**config.mk**
```make
export PLATFORM = sky130hd
export DESIGN_NAME = aes_round_ctrl
export DESIGN_NICKNAME = d
export VERILOG_FILES = /design/src/rtl/aes_pkg.sv /design/src/rtl/aes_round_ctrl.sv
export SDC_FILE = /design/constraint.sdc
export NUM_CORES = 1
export LEC_CHECK = 0
export ABC_AREA = 1
export BUFFER_PORTS_ARGS = -buffer_cell sky130_fd_sc_hd__buf_4
export CORE_AREA = 10 10 47 49
export DETAILED_ROUTE_END_ITERATION = 8
export DIE_AREA = 0 0 57 59
export GPL_ROUTABILITY_DRIVEN = 1
export SLEW_MARGIN = 20
export SYNTH_ARGS = -nofsm -noshare
export SYNTH_HDL_FRONTEND = slang
export SYNTH_SLANG_ARGS = --single-unit
export TNS_END_PERCENT = 100
```
**constraint.sdc**
```tcl
create_clock -name int_osc -period 3 [get_ports int_osc]
set_clock_uncertainty 0.2 [all_clocks]
set_input_delay 0.15 -clock int_osc [delete_from_list [all_inputs] [get_ports int_osc]]
set_output_delay 0.15 -clock int_osc [all_outputs]
set_load 0.05 [all_outputs]
```
**src/rtl/aes_pkg.sv**
```systemverilog
// Shared types and constants for the AES-128 round controller.
// Latency: n/a (declarations only). Backpressure: n/a.
package aes_pkg;

    typedef enum logic [2:0] {
        IDLE,
        INIT,
        SUB,
        RND,
        DONE
    } ctrl_state_t;

    localparam int AES128_NROUNDS = 10;

    localparam logic SEL_INIT  = 1'b0;
    localparam logic SEL_ROUND = 1'b1;

endpackage

```
**src/rtl/aes_round_ctrl.sv**
```systemverilog
// Round sequencer for the AES-128 datapath: gates S-boxes, steers state mux, steps key schedule.
// Latency: INIT at cycle 0, final RND at NROUNDS*(SBOX_LAT+1), done on the cycle after.
// Backpressure: none; start is a level request sampled in IDLE, done holds until start drops.
module aes_round_ctrl
    import aes_pkg::*;
#(
    parameter int NROUNDS  = AES128_NROUNDS,
    parameter int SBOX_LAT = 1
) (
    input  logic       int_osc,
    input  logic       reset,
    input  logic       start,
    output logic       byteenable,
    output logic       state_we,
    output logic       state_sel,
    output logic       mix_bypass,
    output logic       key_load,
    output logic       key_step,
    output logic [3:0] round,
    output logic       busy,
    output logic       done
);

    localparam int              LW         = $clog2(SBOX_LAT + 1);
    localparam logic [LW-1:0]   LAT_LAST   = LW'(SBOX_LAT - 1);
    localparam logic [3:0]      ROUND_LAST = 4'(NROUNDS);

    if (SBOX_LAT < 1 || NROUNDS < 1 || NROUNDS > 15) begin : g_param_check
        $error("aes_round_ctrl: SBOX_LAT must be >= 1 and NROUNDS in 1..15");
    end

    ctrl_state_t   state_q, state_d;
    logic [LW-1:0] lat_cnt_q, lat_cnt_d;
    logic [3:0]    round_q, round_d;

    always_ff @(posedge int_osc or negedge reset) begin
        if (!reset) begin
            state_q   <= IDLE;
            lat_cnt_q <= '0;
            round_q   <= '0;
        end else begin
            state_q   <= state_d;
            lat_cnt_q <= lat_cnt_d;
            round_q   <= round_d;
        end
    end

    always_comb begin
        state_d   = state_q;
        lat_cnt_d = lat_cnt_q;
        round_d   = round_q;
        case (state_q)
            IDLE: begin
                round_d   = '0;
                lat_cnt_d = '0;
                if (start) state_d = INIT;
            end
            INIT: begin
                state_d   = SUB;
                round_d   = 4'd1;
                lat_cnt_d = '0;
            end
            SUB: begin
                // S-box output is valid once the latency count reaches its last value
                if (lat_cnt_q == LAT_LAST) state_d = RND;
                else                       lat_cnt_d = lat_cnt_q + LW'(1);
            end
            RND: begin
                if (round_q == ROUND_LAST) begin
                    state_d = DONE;
                end else begin
                    state_d   = SUB;
                    round_d   = round_q + 4'd1;
                    lat_cnt_d = '0;
                end
            end
            DONE: begin
                if (!start) begin
                    state_d = IDLE;
                    round_d = '0;
                end
            end
            default: begin
                state_d   = IDLE;
                round_d   = '0;
                lat_cnt_d = '0;
            end
        endcase
    end

    // Moore decodes; byteenable stays high through RND so the captured S-box result is stable
    assign byteenable = (state_q == SUB) || (state_q == RND);
    assign state_we   = (state_q == INIT) || (state_q == RND);
    assign state_sel  = (state_q == RND) ? SEL_ROUND : SEL_INIT;
    assign mix_bypass = (state_q == RND) && (round_q == ROUND_LAST);
    assign key_load   = (state_q == INIT);
    assign key_step   = (state_q == RND);
    assign busy       = (state_q == INIT) || (state_q == SUB) || (state_q == RND);
    assign done       = (state_q == DONE);
    assign round      = round_q;

endmodule

```
==> results.cfg <==
[setup_path]
critPathArrivalTime_ns = 1.52
crit_path_start = round[0]
endpoint_kind = output pin
ff2ff_path_depth = 8
r2r-end = round[0]
worstPathRequired_ns = 2.65
timing.rr.start = round[0]
criticalPathCategory = flip-flop to output pin
r2r_slack_ns = 1.42
cp-start-kind = flip-flop
path_max_fanout = 6

[timing]
min_period_ns = 1.87
final_hold_viol_count = 0
tightest_slew_ns = 0.407
slew_viol_final = 0
rsz0062_at_grt = no
finalSetupViolations = 0
slew_headroom = 0.729
fmax_mhz = 535
period_share = 0.623
finalSetupTns_ns = 0

[yosys]
post-synth-top-area-cell = dfrtp_1
ys_seq_elements = 7
yosysWarnings = 0
synth_area_leaders = dfrtp_1 36%, o21ai_2 7.3%, nand2_2 6.5%
netlist_instances = 54
yosys-top-cells-count = 7 x dfrtp_1, 7 x inv_1, 6 x nand2_1
synth-async-reset-ratio = 1.00
synth_seq_area_share = 0.364
synth-edff-count = 0
syn-cell-area_sq_um = 482
synth.avg_cell_area_sq_um = 8.92
synth_nets = 59
synth_cell_types = 18
synth.top_cell.area_share = 0.364
synth_ff_type = dfrtp_1

[global_route]
grt_pass1_vias = 399
grt_max_degree = 10
grt_usage = 0.0677
antenna_found_initial = 0
grt_overflow = 0
grt_first_pass_wirelength_microns = 1800

[floorplan]
rows = 14
dieArea_sq_um = 3360
die_w_microns = 57
start_util = 0.344
die_h_microns = 59
io_pins = 15
core_area_sq_um = 1400

[cells_and_area]
regArea_sq_um = 175
drive_gt1_frac = 0.431
antennaDiodeCount = 0
syn2layout_area_growth_pct = 29.9
fin_nets = 78
multiInputGateArea_sq_um = 253
fillers = 147

[pwr]
p_seq_frac = 0.296
finalPower_uw = 502
switching_share = 0.508
vdd_ir_drop_max_mv = 0.559
leakage_nw = 0.330
switchingPower_uw = 255
pwr-share-clk = 0.181
power_frac_comb = 0.522
intPower_uw = 247
p_per_area_nw_per_um2 = 803

[drt]
routed_wl_microns = 1100
drc_errors = 0
ant_nets = 0
wl_per_cell_microns = 12.5
drt_first_pass_iters = 4
route.vias.total = 412
routed_via_density = 4.68
first_iter_violations = 2

[worst_hold_path]
hold_class = input port to asynchronous set/reset pin

[run_status]
status = complete, no violations

[clocking]
cts_max_level = 1
ctsResizeCount = 0
path_clk_slew_ns = 0.06
numCtsBuffers = 3
ctsRootBufferMaster = clkbuf_4
cts.sinks = 7
worstSkewPairLatency_ns = 0.26
cts_tree = done
clockBufferDepth = 2

[placed_design]
dp_hpwl_microns = 812
portBuffers = 14
gp_congestion = 0.776

[run]
maxCapViolations = 0
[layer usage]
metal  part of all wire  GRT usage  vias to the layer above
li1                   -          -                      208
met1               0.47     0.0829                      184
met2               0.44     0.0946                       15
met3              0.054     0.0236                        5
met4              0.035     0.0503                        0
met5                  0          0                        -
[power groups by stage]
stage	clock [mW]	combinational, mW	sequential, mW
2_1_floorplan	0	0.153	0.195
3_3_place_gp	0	0.263	0.150
3_5_place_dp	0	0.265	0.150
4_1_cts	0.0944	0.268	0.148
5_1_grt	0.0959	0.282	0.154
6_report	0.0910	0.262	0.149
[cells in the final DEF (no fill, tap or decap)]
master | Yosys | layout
clkbuf_4 | 0 | 3
ha_1 | 2 | 2
inv_1 | 7 | 7
dlygate4sd3_1 | 0 | 2
nor2_2 | 1 | 1
nand2_2 | 5 | 5
buf_4 | 1 | 14
nand2_4 | 1 | 1
nor2_8 | 1 | 1
nand3_1 | 4 | 4
or2_2 | 1 | 1
o211ai_1 | 1 | 1
nand3_4 | 1 | 1
o21ai_2 | 4 | 4
clkbuf_1 | 0 | 1
nand2_1 | 6 | 6
nand4_1 | 1 | 1
nor3_1 | 5 | 5
dfrtp_1 | 7 | 7
nor2_1 | 5 | 5
[how the worst max path moves through the flow]
stage               cells after the start          to
floorplan                               2    key_load
CTS                                     7  mix_bypass
global placement                        7  mix_bypass
finish                                  7  mix_bypass
global route                            7  mix_bypass
detailed placement                      7  mix_bypass
[registers in the layout (all words and copies together) (netlist names)]
register and count:
round 4, state_q 3
[kinds of logic after synthesis]
group / Yosys count / share of synthesized area
AOI/OAI and AO/OA: 5 / 0.0883
adders and majority gates: 2 / 0.0519
buffers and inverters: 9 / 0.112
DFF: 7 / 0.364
and+or+nand+nor: 31 / 0.384
[repair_timing]
action | in CTS | in global routing
setup buffers | 0 | 0
hold buffers | 2 | 0
hold endpoints to repair | 8 | 0
[worst max-delay path: stages (launching register included)]
cell     delay (ns)
dfrtp_1        0.44
inv_1          0.11
ha_1           0.15
nand2_1        0.07
nor2_1         0.17
nand2_4        0.09
inv_1          0.05
buf_4          0.18
[cell type report]
type                    count  area share
repair buffers             16       0.200
inverters                   7      0.0420
flip-flops and latches      7       0.280
multi-input cells          38       0.404
well taps                  16      0.0320
clock buffers               4      0.0420
[stage by stage]
stage	hold WS [ns]	instance area, sq um	util	std cells	setup slack, ns
after floorplan	-0.346	482	-	54	1.03
after global placement	-0.228	579	0.413	82	1.40
after detailed placement	-0.228	579	0.413	82	1.40
after CTS	0.0350	626	0.446	88	1.11
after global routing	0.0581	626	0.446	88	1.03
final	0.0392	626	0.446	88	1.13
(Power assumes the default switching activity.)
